[src/rtl/rotor_return.sv]
// rotor_return: return-path (reflector-to-keyboard) stage of one Enigma rotor.
// Maps an incoming letter index through the inverse rotor wiring at the
// current rotor position. It also owns the registered rotor position, with
// load, step and notch-carry logic, so several stages can be chained.
//
// Ports:
//   clock      system clock; every state change happens on the rising edge
//   reset      synchronous, active-high reset
//   set        load set_state into the position register
//   set_state  position to load, 0..25; values >= 26 load 0
//   step       single-cycle request to advance the position by one
//   in_valid   in_letter is valid this cycle
//   in_letter  return-path letter index, 0..25
//   out_valid  registered strobe qualifying out_letter/out_err
//   out_letter registered mapped letter index; holds while out_valid=0
//   out_err    registered flag: the accepted input index was >= 26
//   state      current rotor position
//   carry      registered one-cycle pulse when the rotor steps off NOTCH
module rotor_return #(
  parameter int NOTCH     = 16,
  parameter int RESET_POS = 0
) (
  input  logic       clock,
  input  logic       reset,
  input  logic       set,
  input  logic [4:0] set_state,
  input  logic       step,
  input  logic       in_valid,
  input  logic [4:0] in_letter,
  output logic       out_valid,
  output logic [4:0] out_letter,
  output logic       out_err,
  output logic [4:0] state,
  output logic       carry
);

  localparam logic [4:0] NOTCH_POS = 5'(NOTCH);
  localparam logic [4:0] RST_POS   = 5'(RESET_POS);

  // The wiring is a set of disjoint swaps, so it is its own inverse. The
  // return path therefore uses the same table as the forward path.
  function automatic logic [4:0] wire_map(input logic [4:0] x);
    logic [4:0] y;
    case (x)
      5'd0:  y = 5'd17;  5'd17: y = 5'd0;
      5'd1:  y = 5'd20;  5'd20: y = 5'd1;
      5'd2:  y = 5'd12;  5'd12: y = 5'd2;
      5'd3:  y = 5'd23;  5'd23: y = 5'd3;
      5'd4:  y = 5'd9;   5'd9:  y = 5'd4;
      5'd5:  y = 5'd10;  5'd10: y = 5'd5;
      5'd6:  y = 5'd15;  5'd15: y = 5'd6;
      5'd7:  y = 5'd18;  5'd18: y = 5'd7;
      5'd8:  y = 5'd25;  5'd25: y = 5'd8;
      5'd11: y = 5'd24;  5'd24: y = 5'd11;
      5'd13: y = 5'd16;  5'd16: y = 5'd13;
      5'd14: y = 5'd21;  5'd21: y = 5'd14;
      5'd19: y = 5'd22;  5'd22: y = 5'd19;
      default: y = 5'd0;
    endcase
    return y;
  endfunction

  logic [4:0] pos_q;
  logic [4:0] pos_next;
  logic       in_range;
  logic [5:0] in6;
  logic [5:0] pos6;
  logic [5:0] diff;
  logic [5:0] sum;
  logic [4:0] mapped;

  assign state    = pos_q;
  assign in_range = (in_letter < 5'd26);

  // (W((in - pos) mod 26) + pos) mod 26 with one conditional +/-26 fix-up
  // per stage. The subtraction wraps mod 64, and adding 26 then lands it
  // back in 0..25.
  always_comb begin
    in6    = {1'b0, in_letter};
    pos6   = {1'b0, pos_q};
    diff   = in6 - pos6;
    if (in6 < pos6) begin
      diff = diff + 6'd26;
    end
    sum    = {1'b0, wire_map(diff[4:0])} + pos6;
    if (sum >= 6'd26) begin
      sum = sum - 6'd26;
    end
    mapped = sum[4:0];
  end

  always_comb begin
    pos_next = pos_q;
    if (set) begin
      pos_next = (set_state < 5'd26) ? set_state : 5'd0;
    end else if (step) begin
      pos_next = (pos_q == 5'd25) ? 5'd0 : pos_q + 5'd1;
    end
  end

  always_ff @(posedge clock) begin
    if (reset) begin
      pos_q      <= RST_POS;
      carry      <= 1'b0;
      out_valid  <= 1'b0;
      out_letter <= 5'd0;
      out_err    <= 1'b0;
    end else begin
      pos_q     <= pos_next;
      // A set overrides a simultaneous step, so that step never produces a carry.
      carry     <= step && !set && (pos_q == NOTCH_POS);
      out_valid <= in_valid;
      if (in_valid) begin
        out_letter <= in_range ? mapped : 5'd0;
        out_err    <= !in_range;
      end
    end
  end

endmodule

[config.mk]
export PLATFORM = sky130hd
export DESIGN_NAME = rotor_return
export DESIGN_NICKNAME = d
export VERILOG_FILES = /design/src/rtl/rotor_return.sv
export SDC_FILE = /design/constraint.sdc
export NUM_CORES = 1
export LEC_CHECK = 0
export BUFFER_PORTS_ARGS = -buffer_cell sky130_fd_sc_hd__buf_2
export CAP_MARGIN = 20
export CORE_ASPECT_RATIO = 0.7
export CORE_MARGIN = 3
export CORE_UTILIZATION = 44
export DETAILED_ROUTE_END_ITERATION = 6
export GPL_TIMING_DRIVEN = 0
export PLACE_DENSITY = 0.68
export RECOVER_POWER = 100
export REMOVE_ABC_BUFFERS = 1
export SKIP_LAST_GASP = 1
export SLEW_MARGIN = 20
export SYNTH_ARGS = -nofsm -noshare
export SYNTH_HDL_FRONTEND = slang
export SYNTH_SLANG_ARGS = --single-unit
[constraint.sdc]
create_clock -name clock -period 8.57 [get_ports clock]
set_input_delay 1.2855 -clock clock [delete_from_list [all_inputs] [get_ports clock]]
set_output_delay 1.2855 -clock clock [all_outputs]
set_load 0.03 [all_outputs]
==> impl_metrics.ini <==
[critical_path]
crit_arrival_ns = 6.08
required_ns = 8.75
critPathLaunch = in_letter[2]
start_kind = primary input
reg2reg_from = state[2]$_SDFFE_PP0P_
worstSetupPathType = in2reg
rrSetupSlack_ns = 3.18
cp-end-kind = flop
path_max_fanout = 7

[timing]
max-slew-margin-rel_pct = 44.8
final.setup.tns_ns = 0
fin_crit_sh_pct = 68.9
clock_skew_ns = 0.00205
setup_viol = 0
max_freq_mhz = 169
rsz0062_at_grt = false
tightest_slew_ns = 0.824
fin_crit_ns = 5.91
slew_violations = 0
hold_viol = 0

[layout]
final_area_um2 = 1730
area.growth.synth_to_final_pct = 10.3
nFillCells = 330
nets = 263
drive_above_1_share_pct = 8.37
antennaDiodeCount = 0
multi_input_area_um2 = 1210
register_area_um2 = 260

[global_routing]
grt_pass1_vias = 1388
grt.total_usage_pct = 17.9
grt_pass1_wl_um = 6340
antenna_found_initial = 0
grt_max_degree = 14
grt_remaining_overflow = 0

[place]
place_hpwl_um = 2900
placed_cell_area_um2 = 1710
numPortBuffers = 27
place_congestion = 0.833

[die]
pin_count = 28
num_rows = 17
core_region_area_um2 = 3280
start_util_pct = 48.0
die_area_um2 = 4340
die-width_um = 77.4
die_h_um = 56

[yosys]
ys_ff_latch = 13
synth_edf_count = 0
syn_area_um2 = 1570
synth_most_common_cell = nor2_1
ys.flop_type = dfxtp_1
postSynthAreaPerCell_um2 = 7.74
synth_seq_area_share_pct = 16.6
yosys_warnings = 0
synth_cell_type_count = 50
synth-compound-area-share_pct = 27.9
synth_top_family_by_area = compound AO/OA/AOI/OAI gates
synth_fa_ha_area_share_pct = 16.4
netlist_instances = 203
ys_top_cells_by_area = dfxtp_1, ha_1, nor2_1
synth_top_area_share_pct = 16.6
synth-simple-area-share_pct = 23.3
synth_mux_area_share_pct = 4.22
synth_top_area_cell = dfxtp_1
synthXorXnorAreaFrac_pct = 5.02
synth_common_cells = nor2_1, ha_1, a21oi_1, dfxtp_1, inv_1
synth-async-reset-ratio_pct = 0

[clock_tree]
htree_num_levels = 1
post_cts_buffers = 0
cts_buffer_depth = 2
postCtsHoldBufs = 0
clk_pin_slew_ns = 0.06
cts_resized = 0
root_buffer = clkbuf_8
cts.sink_count = 13
numCtsBuffers = 3
clk_latency_ns = 0.24
tritoncts = yes

[flow_run]
maxCapViolations = 0

[pwr]
switching_share_pct = 47.0
peakVddDrop_v = 0.000148
pwr-share-comb_pct = 66.1
p_sw_mw = 0.184
pwr-share-clk_pct = 14.2
p_per_area_nw_per_um2 = 226
power.leakage_nw = 0.721
p_int_mw = 0.207
pwr-share-seq_pct = 19.7

[detailed_routing]
wire_per_inst_um = 13.5
drt-pass1-iter-count = 4
ant_nets = 0
drt_iter0_drc = 192
routed_wl_um = 3710
remaining_drc_errors = 0
vias = 1574
viasPerCell = 5.74

[outcome]
status = complete, no violations

[min_path]
min_path_type = reg2reg
hp-start = out_err$_SDFFE_PP0P_
-- path summary, 6_finish.rpt --
kind / endpoint / depth (start not counted)
max: out_letter[2]$_SDFFE_PP0P_ / 20
min: out_err$_SDFFE_PP0P_ / 2
max reg2reg: out_letter[2]$_SDFFE_PP0P_ / 20
min reg2reg: out_err$_SDFFE_PP0P_ / 2
-- per-stage QoR --
stage / util [%] / power (mW) / setup WS (ns) / hold slack (ns) / std cells
after global routing: 52.9 / 0.433 / 2.27 / 0.513 / 274
after detailed placement: 52.2 / 0.338 / 2.53 / 0.464 / 270
after global placement: 52.2 / 0.337 / 2.55 / 0.459 / 270
after CTS: 53.6 / 0.397 / 2.78 / 0.476 / 274
final: 52.9 / 0.392 / 2.67 / 0.477 / 274
after floorplan: - / 0.285 / 3.21 / 0.587 / 196
-- cell type report --
| class | instances | share of cell area, % |
|---|---|---|
| Clock buffer | 3 | 2.38 |
| Timing Repair Buffer | 27 | 6.43 |
| Tap cell | 47 | 3.39 |
| Multi-Input combinational cell | 170 | 69.7 |
| Clock inverter | 1 | 0.289 |
| Inverter | 13 | 2.82 |
| Sequential cell | 13 | 15.0 |
-- sequential cells by signal (all words and copies together), names as in the netlist --
name        flops
out_letter      5
state           5
carry           1
out_err         1
out_valid       1
-- metal layers --
metal  wire (um)  part of all wire (%)  GRT usage (%)  vias to the layer above
met5           0                     0              0                        -
met4          12                  0.32           3.05                        0
met3         275                   7.4           4.05                        2
met2        1430                    39           23.5                       58
met1        1990                    54           28.9                      710
li1            -                     -              -                      804
-- power groups by stage --
stage,clock network (mW),logic (mW),registers [mW]
after detailed placement,0,0.260,0.0780
final,0.0556,0.259,0.0770
after CTS,0.0574,0.262,0.0767
after floorplan,0,0.189,0.0962
after global placement,0,0.259,0.0777
after global routing,0.0598,0.294,0.0787
-- kinds of logic after synthesis --
group                      count (synthesis)
AOI/OAI and AO/OA                         64
buffers and inverters                     20
xor gates and xnor gates                   9
DFF                                       13
and+or+nand+nor                           71
adders and majority gates                 20
muxes                                      6
-- layout by cell type (no fill, tap or decap), drive strengths merged, types with 3 or more instances in the layout --
cell,synthesis,final
o21a,3,3
a31oi,4,4
a221oi,3,3
nand2,8,8
dfxtp,13,13
nand2b,3,3
buf,5,8
nor3,9,9
nand3,7,7
mux2i,4,4
nand4,3,3
nor2,23,23
inv,13,13
ha,19,19
a211oi,7,7
xnor2,7,7
o21ai,12,12
nor2b,7,7
clkbuf,2,22
o211ai,3,3
a21oi,14,14
a21o,4,4
-- worst max-delay path, cell delays in order --
cell      delay, ns
clkbuf_1       0.09
ha_1           0.41
o21ai_0        0.12
a21oi_1        0.28
o21ai_0        0.19
nand2_1        0.12
xor2_1         0.35
inv_1          0.23
ha_1           0.39
nand2_1        0.08
or3_1          0.34
a32o_1         0.30
ha_1           0.22
fa_1           0.42
xnor2_1        0.28
a21boi_0       0.17
a21oi_1        0.39
mux2i_1        0.25
a21oi_1        0.08
nor2_1         0.09
Note: power is estimated with default switching activity, not from simulation.
